==> src/rtl/debug_dump_tx.sv <==
// debug_dump_tx
// Host-side end of the datapath debug interface. Host command bytes gate
// the processor clock-enable: run until halt, single-step, or dump only.
// Every dump takes one snapshot of the datapath debug outputs together with
// the executed-cycle count. The snapshot goes out as a fixed 189-byte frame
// over a valid/ready byte handshake toward the UART transmitter.
//
// Ports
//   clk        system clock, rising edge
//   reset      synchronous, active-low reset
//   cmd_valid  one-cycle strobe, cmd_byte valid (UART RX)
//   cmd_byte   received command byte
//   du_reg     register file snapshot (1024 b)
//   du_mem     data memory snapshot (256 b)
//   du_if_id   IF/ID latch snapshot (64 b)
//   du_id_ex   ID/EX latch snapshot (126 b)
//   du_halt    halt instruction has reached WB
//   cpu_en     processor clock enable
//   tx_valid   tx_data valid
//   tx_data    frame byte to UART TX
//   tx_ready   UART TX accepts a byte this cycle
//   busy       high whenever not idle
module debug_dump_tx #(
  parameter logic [7:0] HEADER   = 8'hA5,
  parameter logic [7:0] CMD_RUN  = 8'h63,
  parameter logic [7:0] CMD_STEP = 8'h73,
  parameter logic [7:0] CMD_DUMP = 8'h64
) (
  input  logic          clk,
  input  logic          reset,
  input  logic          cmd_valid,
  input  logic [7:0]    cmd_byte,
  input  logic [1023:0] du_reg,
  input  logic [255:0]  du_mem,
  input  logic [63:0]   du_if_id,
  input  logic [125:0]  du_id_ex,
  input  logic          du_halt,
  output logic          cpu_en,
  output logic          tx_valid,
  output logic [7:0]    tx_data,
  input  logic          tx_ready,
  output logic          busy
);

  localparam int FRAME_BYTES = 189;
  localparam int FRAME_W     = FRAME_BYTES * 8;
  localparam logic [7:0] LAST_IDX = 8'(FRAME_BYTES - 1);

  typedef enum logic [2:0] {
    S_IDLE,
    S_RUN,
    S_STEP,
    S_SNAP,
    S_SEND
  } state_t;

  state_t               state_q;
  logic [FRAME_W-1:0]   frame_q;
  logic [7:0]           idx_q;
  logic [31:0]          cyc_cnt_q;
  logic [31:0]          cyc_cnt_d;
  logic                 tx_valid_q;

  // In RUN the enable drops in the same cycle halt becomes visible, so no
  // extra instruction slips through after the halt reaches WB.
  assign cpu_en    = (state_q == S_STEP) | ((state_q == S_RUN) & ~du_halt);
  assign busy      = (state_q != S_IDLE);
  assign tx_valid  = tx_valid_q;
  // The outgoing byte is always the top byte of the frame shift register,
  // so it is registered and holds for as long as the handshake stalls.
  assign tx_data   = frame_q[FRAME_W-1 -: 8];
  assign cyc_cnt_d = cyc_cnt_q + 32'(cpu_en);

  always_ff @(posedge clk) begin
    if (!reset) begin
      state_q    <= S_IDLE;
      frame_q    <= '0;
      idx_q      <= '0;
      cyc_cnt_q  <= '0;
      tx_valid_q <= 1'b0;
    end else begin
      cyc_cnt_q <= cyc_cnt_d;
      unique case (state_q)
        S_IDLE: begin
          // Commands are only decoded here; anything arriving while busy
          // is dropped, since there is no command queue.
          if (cmd_valid) begin
            if (cmd_byte == CMD_RUN && !du_halt) begin
              state_q <= S_RUN;
            end else if (cmd_byte == CMD_STEP && !du_halt) begin
              state_q <= S_STEP;
            end else if (cmd_byte == CMD_DUMP) begin
              state_q <= S_SNAP;
            end
          end
        end
        S_RUN: begin
          if (du_halt) begin
            state_q <= S_SNAP;
          end
        end
        S_STEP: begin
          state_q <= S_SNAP;
        end
        S_SNAP: begin
          // The whole frame, header and count included, is captured at once
          // so later snapshot changes cannot leak into it.
          frame_q    <= {HEADER, cyc_cnt_q, du_if_id, 2'b00, du_id_ex,
                         du_reg, du_mem};
          idx_q      <= '0;
          tx_valid_q <= 1'b1;
          state_q    <= S_SEND;
        end
        S_SEND: begin
          if (tx_valid_q && tx_ready) begin
            if (idx_q == LAST_IDX) begin
              tx_valid_q <= 1'b0;
              state_q    <= S_IDLE;
            end else begin
              idx_q   <= idx_q + 8'd1;
              frame_q <= {frame_q[FRAME_W-9:0], 8'h00};
            end
          end
        end
        default: begin
          state_q <= S_IDLE;
        end
      endcase
    end
  end

endmodule

==> config.mk <==
export PLATFORM = sky130hd
export DESIGN_NAME = debug_dump_tx
export DESIGN_NICKNAME = d
export VERILOG_FILES = /design/src/rtl/debug_dump_tx.sv
export SDC_FILE = /design/constraint.sdc
export NUM_CORES = 2
export LEC_CHECK = 0
export ABC_CLOCK_PERIOD_IN_PS = 2900
export CAP_MARGIN = 20
export CELL_PAD_IN_SITES_DETAIL_PLACEMENT = 2
export CELL_PAD_IN_SITES_GLOBAL_PLACEMENT = 2
export CORE_AREA = 4 4 579 581
export CTS_CLUSTER_SIZE = 12
export DETAILED_ROUTE_END_ITERATION = 16
export DIE_AREA = 0 0 583 585
export PLACE_DENSITY_LB_ADDON = 0.1
export SYNTH_ARGS = -nofsm -noshare
export SYNTH_HDL_FRONTEND = slang
export SYNTH_SLANG_ARGS = --single-unit
==> constraint.sdc <==
create_clock -name clk -period 2.9 [get_ports clk]
set_input_delay 0.87 -clock clk [delete_from_list [all_inputs] [get_ports clk]]
set_output_delay 0.87 -clock clk [all_outputs]
set_load 0.01 [all_outputs]
==> flow_results.org <==
** Run status
- The run finished with clean final reports.

** Timing
- Final hold violation count :: 0
- Time the final worst path needs with I/O delays and setup :: 2810 ps
- Headroom to the max-slew limit :: 0.536
- Of the available clock period, the critical path in the final layout requires 0.969.
- The final number of max-transition violations was 0.
- Crit path setup slack, layout :: 89.4 ps
- Unrepaired setup endpoints after global routing :: yes
- Slew at the pin closest to its max-slew limit :: 687 ps
- Worst Clk Skew :: 59.5 ps
- Endpoints failing setup :: 0
- Fmax achieved :: 0.356 GHz

** Pwr
- Maximum ir drop on the vdd rail :: 420 uV
- Power per unit of standard cell area :: 504 mW/mm^2
- Static power due to leakage :: 34.0 nW

** Hold path
- Min-delay worst type :: reg -> reg

** Global routing
- Entering global routing, the biggest net connects 114 pins.
- Wire length of the first global-routing pass :: 585,000 um
- Congestion Overflow GR :: 0
- The via count of the first global-routing pass came to 81,000.
- Initial antenna violation count :: 133
- For this run, the total global-route usage over all layers was measured as 0.229.

** Floorplanning
- Die W :: 583 um
- The die covers 0.341 mm^2.
- Die Span Y :: 585 um
- 1,494 I/O pins were placed.
- Floorplan core area :: 0.330 mm^2
- Initial core utilization :: 0.222
- The initialized floorplan defines 211 standard-cell rows.

** Setup path
- Data arrival, critical path :: 1940 ps
- CP Data Required Time :: 2030 ps
- STA classifies the critical path endpoint as an output pin.
- In this run the worst path has a maximum fanout of 2.
- STA classifies the critical path startpoint as a primary input.
- Startpoint-to-endpoint class of the critical path :: in -> out

** Logic synthesis
- After synthesis, the most frequently instantiated cells are sky130_fd_sc_hd__nand2_1 (3,017), sky130_fd_sc_hd__dfxtp_1 (1,556), sky130_fd_sc_hd__nor3_1 (1,498), sky130_fd_sc_hd__a311oi_1 (822), sky130_fd_sc_hd__a311oi_2 (668).
- Cell variety after synth :: 56
- Yosys top cell by area :: sky130_fd_sc_hd__dfxtp_1
- Total number of yosys warnings :: 0
- The average instance in the mapped netlist occupies 8.31 um^2.
- After synthesis, the share of flip-flops with an asynchronous set or reset is 0.
- The number of nets in the synthesized netlist is 10,300.
- Synthesis produced a netlist whose cell count is 8,822.
- Counting flops with a built-in enable in the synthesized netlist gives 0.
- By instance count, the leading cell after synthesis is sky130_fd_sc_hd__nand2_1.
- Post-synth top flop :: sky130_fd_sc_hd__dfxtp_1
- Post-synthesis sequential element count :: 1,556
- Yosys top cell area share :: 0.425
- Cell types occupying the most area after synthesis :: sky130_fd_sc_hd__dfxtp_1 (42%), sky130_fd_sc_hd__nand2_1 (15%), sky130_fd_sc_hd__a311oi_2 (14%), sky130_fd_sc_hd__nor3_1 (10%), sky130_fd_sc_hd__a311oi_1 (9.8%)
- After synthesis the cells add up to 0.0733 mm^2.
- Fraction of the yosys area taken by sequential cells :: 0.425

** Placement
- Total half-perimeter wirelength after legalization and detailed placement :: 311,000 um
- Prior to clock tree synthesis, the placed netlist has a worst setup slack of -498 ps.
- At the end of routability-driven placement, the weighted congestion stood at 0.832.
- IO buf count :: 1,493

** Layout
- The net count of the finished layout is 11,500.
- Post-layout util :: 0.310
- Synth-to-layout area growth :: 39.5%
- Of the cells placed in the final design, the portion with a size suffix greater than 1 is 0.148.
- Filler Cell Count :: 36,600

** CTS
- Clock buffers created by TritonCTS :: 201
- The longest clock path from root to sink contains 4 buffers.
- Clk sinks :: 1,556
- The number of hold buffers added after CTS was 0.
- The H-tree generated during clock tree synthesis spans 4 levels.
- Clk slew on worst S/H paths :: 60 ps
- The cell sitting at the root of the clock tree is a sky130_fd_sc_hd__clkbuf_16.
- CTS tree :: yes
- Clock latency of the later-clocked register in the worst-skew pair :: 880 ps

** Routing
- After detailed routing, the total wire length is 410,000 um.
- Using the TritonRoute via totals, the vias-per-cell ratio works out to 5.13.
- The count of nets left with antenna violations once routing finished came out at 0.
- After detailed routing, the number of remaining DRC violations is 0.
- For this run, the detailed router's first-pass iteration total came to 7.
- Avg WL per Cell :: 28.2 um
- The detailed router finished its first iteration with 4,016 violations.
- The routed layout has 74,600 vias.

** Flow run
- Max-cap violations in this run came to 0.
[flip-flops by register name, indices dropped and copies added, names as in the netlist]
register	cells
cyc_cnt_q	32
frame_q	1512
idx_q	8
state_q	3
tx_valid	1
[cells in the final DEF (no fill, tap or decap), types with 42 or more instances in the layout]
cell type and instances:
sky130_fd_sc_hd__clkbuf_1 45, sky130_fd_sc_hd__clkdlybuf4s50_1 1491, sky130_fd_sc_hd__buf_12 202, sky130_fd_sc_hd__a311oi_1 822, sky130_fd_sc_hd__a21oi_1 42, sky130_fd_sc_hd__clkbuf_8 61
sky130_fd_sc_hd__a311oi_2 668, sky130_fd_sc_hd__buf_4 300, sky130_fd_sc_hd__clkbuf_16 205, sky130_fd_sc_hd__nand2_1 3017, sky130_fd_sc_hd__dfxtp_1 1554, sky130_fd_sc_hd__nor3_1 1496
[through the flow]
step	setup TNS (ps)	cells	hold slack [ps]	power, mW	area, um^2
after CTS	0	14500	460	52.4	102000
after global placement	-15440	14200	453	26.0	95500
after floorplan	0	8822	433	22.8	73300
after detailed placement	-29830	14200	464	26.0	95500
final	0	14500	472	51.5	102000
after global routing	-8.38	14500	483	53.4	102000
[per-layer routing]
layer  vias to the layer above  share of wire  wire length [um]  track usage
met5                         -         0.0012               510            0
li1                      34500              -                 -            -
met1                     37800           0.44            179000        0.292
met3                       544          0.048             19500       0.0394
met2                      1716           0.48            198000        0.392
met4                        78          0.030             12300       0.0708
[timing repair]
| item | 4_1_cts | 5_1_grt |
|---|---|---|
| buffers inserted | 1 | 0 |
| resized for setup | 10 | 3 |
| setup endpoints to repair | 2 | 1 |
[final timing paths]
kind                              startpoint                         end  slack [ps]  depth (start not counted)
setup / recovery                     du_halt                      cpu_en          90                          6
hold / removal    frame_q[1399]$_SDFFE_PN0P_  frame_q[1407]$_SDFFE_PN0P_         470                          2
setup reg to reg     state_q[1]$_SDFFE_PN0P_    cyc_cnt_q[31]$_SDFF_PN0_         280                         10
hold reg to reg   frame_q[1399]$_SDFFE_PN0P_  frame_q[1407]$_SDFFE_PN0P_         470                          2
[critical path, stage by stage]
cell                              delay [ps]
sky130_fd_sc_hd__clkdlybuf4s50_1         450
sky130_fd_sc_hd__nor3_2                  140
sky130_fd_sc_hd__a21oi_2                  40
sky130_fd_sc_hd__nor2_1                   90
sky130_fd_sc_hd__buf_4                   120
sky130_fd_sc_hd__clkdlybuf4s15_2         230
[where the power goes]
part	switching (mW)	leakage [nW]	internal, mW
clock	10.6	3.31	15.4
sequential	0.00794	12.5	21.4
combinational	2.04	18.2	2.10
total	12.7	34.0	38.9
[logic make-up (layout without fill, tap and decap cells)]
| group | count (synthesis) | in the layout | share of synthesized area |
|---|---|---|---|
| compound gates | 1577 | 1577 | 0.243 |
| xor+xnor | 10 | 10 | 0.00119 |
| fa+ha+maj | 4 | 4 | 0.000682 |
| buf+inv | 1041 | 2362 | 0.0637 |
| flops | 1556 | 1556 | 0.425 |
| mux | 5 | 5 | 0.000699 |
| other cells | 0 | 35 | 0 |
| simple gates | 4629 | 4629 | 0.266 |
[cell type report]
class	count	area [um^2]	area share
clock inverter	44	579	0.00566
inverter	12	52.6	0.000514
timing repair buffer	1995	21200	0.208
antenna	35	87.6	0.000856
clock buffer	311	6140	0.0600
multi-input combinational	6225	37600	0.367
sequential	1556	31200	0.305
tap	4366	5460	0.0534
Note: power is estimated with default switching activity, not from simulation.
